--- src/rtl/mem_wb_writeback.sv ---
// Write-back end of the MEM/WB pipeline: resolves write data/destination, commits
// into the general register file, serves two bypassed ID read ports and counts retired writes.
module mem_wb_writeback #(
  parameter int DATA_WIDTH = 32,
  parameter int ADDR_WIDTH = 5,
  parameter int RA_INDEX   = 31
) (
  input  logic                  Clk,
  input  logic                  Reset,
  input  logic [DATA_WIDTH-1:0] ALUResult_WB,
  input  logic [DATA_WIDTH-1:0] ReadDataFromMem_WB,
  input  logic [DATA_WIDTH-1:0] NextInstruct_WB,
  input  logic [DATA_WIDTH-1:0] ReadData1_WB,
  input  logic [31:0]           Instruction_WB,
  input  logic [ADDR_WIDTH-1:0] WriteRegAddress_WB,
  input  logic [1:0]            MemtoReg_WB,
  input  logic [1:0]            RegDst_WB,
  input  logic                  RegWrite_WB,
  input  logic                  RegWriteSel_WB,
  input  logic                  Zero_WB,
  input  logic [ADDR_WIDTH-1:0] ReadAddr1,
  input  logic [ADDR_WIDTH-1:0] ReadAddr2,
  output logic [DATA_WIDTH-1:0] ReadData1,
  output logic [DATA_WIDTH-1:0] ReadData2,
  output logic [DATA_WIDTH-1:0] WBData,
  output logic [ADDR_WIDTH-1:0] WBAddr,
  output logic                  WBEnable,
  output logic [31:0]           WBCount
);

  localparam int NUM_REGS = 2 ** ADDR_WIDTH;

  logic [DATA_WIDTH-1:0] regs_q [NUM_REGS];
  logic [DATA_WIDTH-1:0] regs_d [NUM_REGS];
  logic [31:0]           wb_count_q;
  logic [31:0]           wb_count_d;

  logic [DATA_WIDTH-1:0] wb_data;
  logic [ADDR_WIDTH-1:0] wb_addr;
  logic                  wb_enable;
  logic                  unused_instr_bits;

  assign unused_instr_bits = ^{Instruction_WB[31:21], Instruction_WB[10:0]};

  always_comb begin
    wb_data = '0;
    unique case (MemtoReg_WB)
      2'b00:   wb_data = ALUResult_WB;
      2'b01:   wb_data = ReadDataFromMem_WB;
      2'b10:   wb_data = NextInstruct_WB;
      2'b11:   wb_data = ReadData1_WB;
      default: wb_data = '0;
    endcase
  end

  always_comb begin
    wb_addr = '0;
    unique case (RegDst_WB)
      2'b00:   wb_addr = ADDR_WIDTH'(Instruction_WB[20:16]);
      2'b01:   wb_addr = ADDR_WIDTH'(Instruction_WB[15:11]);
      2'b10:   wb_addr = ADDR_WIDTH'(RA_INDEX);
      2'b11:   wb_addr = WriteRegAddress_WB;
      default: wb_addr = '0;
    endcase
  end

  // RegWrite_WB gates first so unknown selects on idle cycles cannot enable a write
  assign wb_enable = RegWrite_WB & (~RegWriteSel_WB | Zero_WB) & (wb_addr != '0);

  always_comb begin
    regs_d = regs_q;
    if (wb_enable) begin
      regs_d[wb_addr] = wb_data;
    end
    wb_count_d = wb_count_q + {31'b0, wb_enable};
  end

  always_ff @(posedge Clk or posedge Reset) begin
    if (Reset) begin
      regs_q     <= '{default: '0};
      wb_count_q <= '0;
    end else begin
      regs_q     <= regs_d;
      wb_count_q <= wb_count_d;
    end
  end

  // Write-first bypass; suppressed during reset so readers see the cleared file
  always_comb begin
    ReadData1 = '0;
    ReadData2 = '0;
    if (!Reset) begin
      if (ReadAddr1 == '0)                      ReadData1 = '0;
      else if (wb_enable && ReadAddr1 == wb_addr) ReadData1 = wb_data;
      else                                      ReadData1 = regs_q[ReadAddr1];
      if (ReadAddr2 == '0)                      ReadData2 = '0;
      else if (wb_enable && ReadAddr2 == wb_addr) ReadData2 = wb_data;
      else                                      ReadData2 = regs_q[ReadAddr2];
    end
  end

  assign WBData   = wb_data;
  assign WBAddr   = wb_addr;
  assign WBEnable = wb_enable;
  assign WBCount  = wb_count_q;

endmodule
--- config.mk ---
export PLATFORM = sky130hd
export DESIGN_NAME = mem_wb_writeback
export DESIGN_NICKNAME = d
export VERILOG_FILES = /design/src/rtl/mem_wb_writeback.sv
export SDC_FILE = /design/constraint.sdc
export NUM_CORES = 2
export LEC_CHECK = 0
export ABC_AREA = 1
export BUFFER_PORTS_ARGS = -buffer_cell sky130_fd_sc_hd__buf_2
export CORE_ASPECT_RATIO = 0.7
export CORE_MARGIN = 2
export CORE_UTILIZATION = 25
export CTS_BUF_LIST = sky130_fd_sc_hd__clkbuf_2 sky130_fd_sc_hd__clkbuf_4 sky130_fd_sc_hd__clkbuf_8
export CTS_CLUSTER_DIAMETER = 150
export DETAILED_ROUTE_END_ITERATION = 8
export PLACE_DENSITY = 0.44
export SYNTH_ARGS = -nofsm -noshare
export SYNTH_HDL_FRONTEND = slang
export SYNTH_SLANG_ARGS = --single-unit
--- constraint.sdc ---
create_clock -name Clk -period 50.9 [get_ports Clk]
set_input_delay 10.18 -clock Clk [delete_from_list [all_inputs] [get_ports Clk]]
set_output_delay 10.18 -clock Clk [all_outputs]
set_load 0.01 [all_outputs]
### Word level (Yosys, flattened, before mapping)

Index checks and enable logic that the tools add are counted.

* bitwise operators: 7
* add/subtract/negate cells: 1
* div/mod/pow operators: 0
* reductions and logical operators: 8
* eq/ne operators: 8
* $lt $le $gt $ge: 4
* multiply operators: 0
* shifts and indexed selects: 0
* muxes and demuxes: 17

Operator list (number)
* 1024-bit bitwise mux: 1
* 32-bit two-way mux: 11
* 32-bit binary-select mux with 5-bit select: 2
* 32-bit demux with 5-bit select: 1
* 32-bit case mux with 4 select lines: 1
* 32-bit by 1-bit adder with 32-bit output: 1
* 5-bit case mux with 4 select lines: 1
* 6-bit >= comparator (second input constant): 3
* 5-bit NOT with 6-bit output: 3
* 5-bit equality test: 2
* 5-bit logical NOT: 2
* 2-bit equality test (second input constant): 4
* 6-bit by 1-bit less-than comparator with 1-bit output (second input constant): 1
* 5-bit nonzero test: 1
* 2-bit by 1-bit equality test with 1-bit output (second input constant): 2
* 2-bit logical NOT: 2
* 1-bit logical AND: 3
* 1-bit AND: 2
* 1-bit NOT: 1
* 1-bit bitwise OR: 1

* bits in latches: 0
* output and inout bits: 134
* memories kept: 0
* memory bits (read-only): 0
* bits of input ports: 184
* bits in writable memories: 0
* bits in registers: 1056

### Logic depth before layout (Yosys ltp)

* depth after elaboration: 8
* depth in mapped cells: 20
* gate-level depth less buffers: 18

### Least setup slack after synthesis

OpenSTA, ideal clock, no wires.

* path type: input to output
* start: input Reset
* end: output ReadData1[10]
* cell stages on the path: 6
* buffers on the path: 1
* data arrival time: 33.249 ns
* path slack: 7.471 ns
* required time: 40.720 ns
* path through: inv_1 -> nand2_1 -> inv_1 -> buf_1 -> nand2_1 -> nor2_1

* word-level cells in the longest chain between the ends: 1

RTL lines
* start, declared: line 9 `input logic Reset,`
* 32-bit two-way mux: line 92 `if (!Reset) begin`
* end, declared: line 23 `output logic [DATA_WIDTH-1:0] ReadData1,`

No other way between the ends.

### Worst setup path after layout

* start: input ReadAddr2[0]
* end: output ReadData2[19]

* word-level cells in the longest chain between the ends: 7

RTL lines
* start, declared: line 22 `input logic [ADDR_WIDTH-1:0] ReadAddr2,`
* 5-bit NOT with 6-bit output (not written as such): line 98 `else ReadData2 = regs_q[ReadAddr2];`
* 32-bit binary-select mux with 5-bit select: line 98
* 32-bit two-way mux (not written as such) (2 in series): line 98
* 32-bit two-way mux: line 97 `else if (wb_enable && ReadAddr2 == wb_addr) ReadData2 = wb_data;`
* 32-bit two-way mux *: line 96 `if (ReadAddr2 == '0) ReadData2 = '0;`
* 32-bit two-way mux *: line 92
* end, declared: line 24 `output logic [DATA_WIDTH-1:0] ReadData2,`

Mark *: on every way between the ends. The rest lies on a longest branch, timed or not. The select of a mux whose other input is x is not followed.

==> reports/metrics.cfg <==
[final_layout]
area_growth_pct = 13.65
final_nets = 8741
drive_gt1_share_pct = 9.842
fin_cells = 11850

[clock_tree]
postCtsSetupRepairBufs = 0
tritoncts = yes
clk-insertion-delay-late_ns = 0.93
clk_pin_slew_ns = 0.06
cts_hold_buffers = 0
clockBufferDepth = 4
numCtsBuffers = 186
cts.sinks = 1056
clock-root-buffer = clkbuf_8
htree_levels = 4
post_cts_resized = 0

[synth]
yosysTopAreaCellShare_pct = 44.56
synth-main-ff-cell = dfrtp_1
async_flop_share_pct = 100.0
synth.avg_cell_area_sq_um = 6.812
yosysMostFrequentCell = nand2_1
seq_area_frac_synth_pct = 44.56
ys_ff_latch = 1056
synth-edff-count = 0
synthCells = 8705
synth_common_cells = 3,525 x nand2_1, 1,750 x nand3_1, 1,056 x dfrtp_1
syn-num-nets = 8892
yosys.cell_types.count = 32
synthesis.area_sq_mm = 0.05930
yosysTopAreaCell = dfrtp_1
yosys_warnings = 0
synthTopCellsByArea = dfrtp_1 45%, nand2_1 22%, nand3_1 15%

[grt]
antenna_found_initial = 11
grt_pass1_wl_um = 415900
grt_util_all_layers_pct = 23.34
grt_pass1_vias = 57850
grt_overflow_total = 0
grt_max_degree = 192

[die]
die-area_sq_mm = 0.2412
die_w_um = 586.1
start_util_pct = 25.16
core_sq_mm = 0.2356
rows = 149
die_h_um = 411.5
pin_count = 318

[timing]
slew_violations = 0
slew_headroom_pct = 16.39
setup-violations-final = 0
whs_ns = 0.3994
clock_skew_ns = 0.02433
fmax_mhz = 39.68
tns_ns = 0
rsz0062_at_grt = no
finalHoldViolCount = 0
period_needed_ns = 25.20
finalCritPeriodShare_pct = 49.52
tightest_slew_ns = 1.254

[placement]
port_buffers = 295
dp.cells = 11540
post-dp-hpwl_um = 153600
gp_congestion = 0.8146

[critical_path]
slowest_stage = buf_4
max_stage_delay_ns = 0.95
path_cells = buf_8 -> inv_8 -> buf_4 -> buf_4 -> buf_4 -> nand2_1 -> nand3_1 -> nand2_1 -> nor2_1 -> nand2_1 -> o21ai_0 -> nand2_1 -> nand2_1 -> nor2_1 -> nor2_1 -> buf_2
cp-end-kind = output port
arrival_ns = 15.02
crit_top_cell = nand2_1
required_ns = 40.72
start_kind = input port
setup.worst_path.class = in -> out
path_max_fanout = 117

[route]
dr.pass1.iters = 8
via_per_inst = 5.194
avgRoutedWirePerCell_um = 24.46
drtIter0Drc = 7772
remaining_drc_errors = 0
antenna_left = 0
via_count = 61570
routed_wl_um = 289900

[power]
ir_drop_uv = 20.51
power_density_mw_per_mm2 = 39.82
leakagePower_nw = 30.35

[job]
cap_viol_max_count = 0

[min_path]
hold_path.class = reg -> reg

[run_status]
status = finished, final reports clean

==> logic make-up after synthesis <==
kind of cell	after synthesis	share of synthesized area, %
xor+xnor	30	0.4431
compound gates	1155	9.761
fa+ha+maj	3	0.06331
flops	1056	44.56
buf+inv	878	5.712
simple gates	5583	39.46
==> stage by stage <==
step / cell area, sq um / util, % / power [W] / worst slack [ns]
2_1_floorplan: 59300 / - / 0.001607 / 7.471
3_3_place_gp: 63500 / 26.95 / 0.001799 / 25.78
3_5_place_dp: 63500 / 26.95 / 0.001815 / 25.81
6_report: 67390 / 28.60 / 0.002683 / 25.70
4_1_cts: 67380 / 28.59 / 0.002693 / 25.79
5_1_grt: 67380 / 28.59 / 0.002854 / 25.50
==> per-layer routing <==
layer / share of wire [%] / wire length, um / track usage (%)
met5: 0.010 / 30 / 0
met4: 3.8 / 11080 / 8.603
met3: 8.6 / 24960 / 3.856
met2: 43 / 125700 / 35.93
met1: 44 / 128100 / 32.71
==> report_power, final <==
| part | switching [W] | internal, W | total, W |
|---|---|---|---|
| sequential | 0.000162 | 0.00104 | 0.00121 |
| clock | 0.000398 | 0.000475 | 0.000872 |
| combinational | 0.000390 | 0.000215 | 0.000605 |
| total | 0.000949 | 0.00173 | 0.00268 |
==> cells in the final DEF, fill, tap and decap left out, types with 21 or more instances in the layout <==
| cell type | Yosys | layout |
|---|---|---|
| nor2_1 | 234 | 227 |
| o21ai_2 | 1 | 21 |
| a21oi_1 | 97 | 97 |
| o21ai_0 | 935 | 935 |
| xor2_1 | 22 | 22 |
| clkbuf_8 | 0 | 235 |
| dfrtp_1 | 1056 | 1056 |
| nand2_1 | 3525 | 3511 |
| buf_2 | 55 | 286 |
| nand4_1 | 27 | 27 |
| clkbuf_4 | 0 | 52 |
| buf_4 | 0 | 141 |
| inv_1 | 78 | 71 |
| clkinv_2 | 0 | 24 |
| o21ai_1 | 120 | 89 |
| nand3_1 | 1750 | 1750 |
==> path summary, 6_finish.rpt <==
| kind | start | to | slack, ns | depth (start not counted) |
|---|---|---|---|---|
| min in group asynchronous | Reset | regs_q[859] | 9.39 | 2 |
| hold reg to reg | regs_q[1006] | regs_q[1006] | 0.40 | 0 |
| setup / recovery | ReadAddr2[0] | ReadData2[19] | 25.70 | 16 |
| hold / removal | regs_q[1006] | regs_q[1006] | 0.40 | 0 |
| max in group asynchronous | Reset | WBCount[11] | 37.90 | 6 |
| setup reg to reg | WBCount[0] | WBCount[30] | 48.69 | 10 |
==> sequential cells by signal, indices dropped and copies added (netlist names) <==
signal   flops
regs_q    1024
WBCount     32
==> worst max-delay path: cells and delay by family <==
| kind | cells | cell delay (ns) |
|---|---|---|
| buf+inv | 6 | 3.55 |
| compound gates | 1 | 0.10 |
| simple gates | 9 | 1.03 |
==> layout make-up <==
class | instances | area [sq um]
fill | 25940 | 168300
multi-input combinational | 6771 | 29930
sequential | 1056 | 26430
tap | 3171 | 3968
clock buffer | 287 | 3625
timing repair buffer | 442 | 2753
inverter | 97 | 426.7
clock inverter | 24 | 247.7
antenna | 5 | 12.51
No activity file was read; power rests on OpenSTA's default activity.
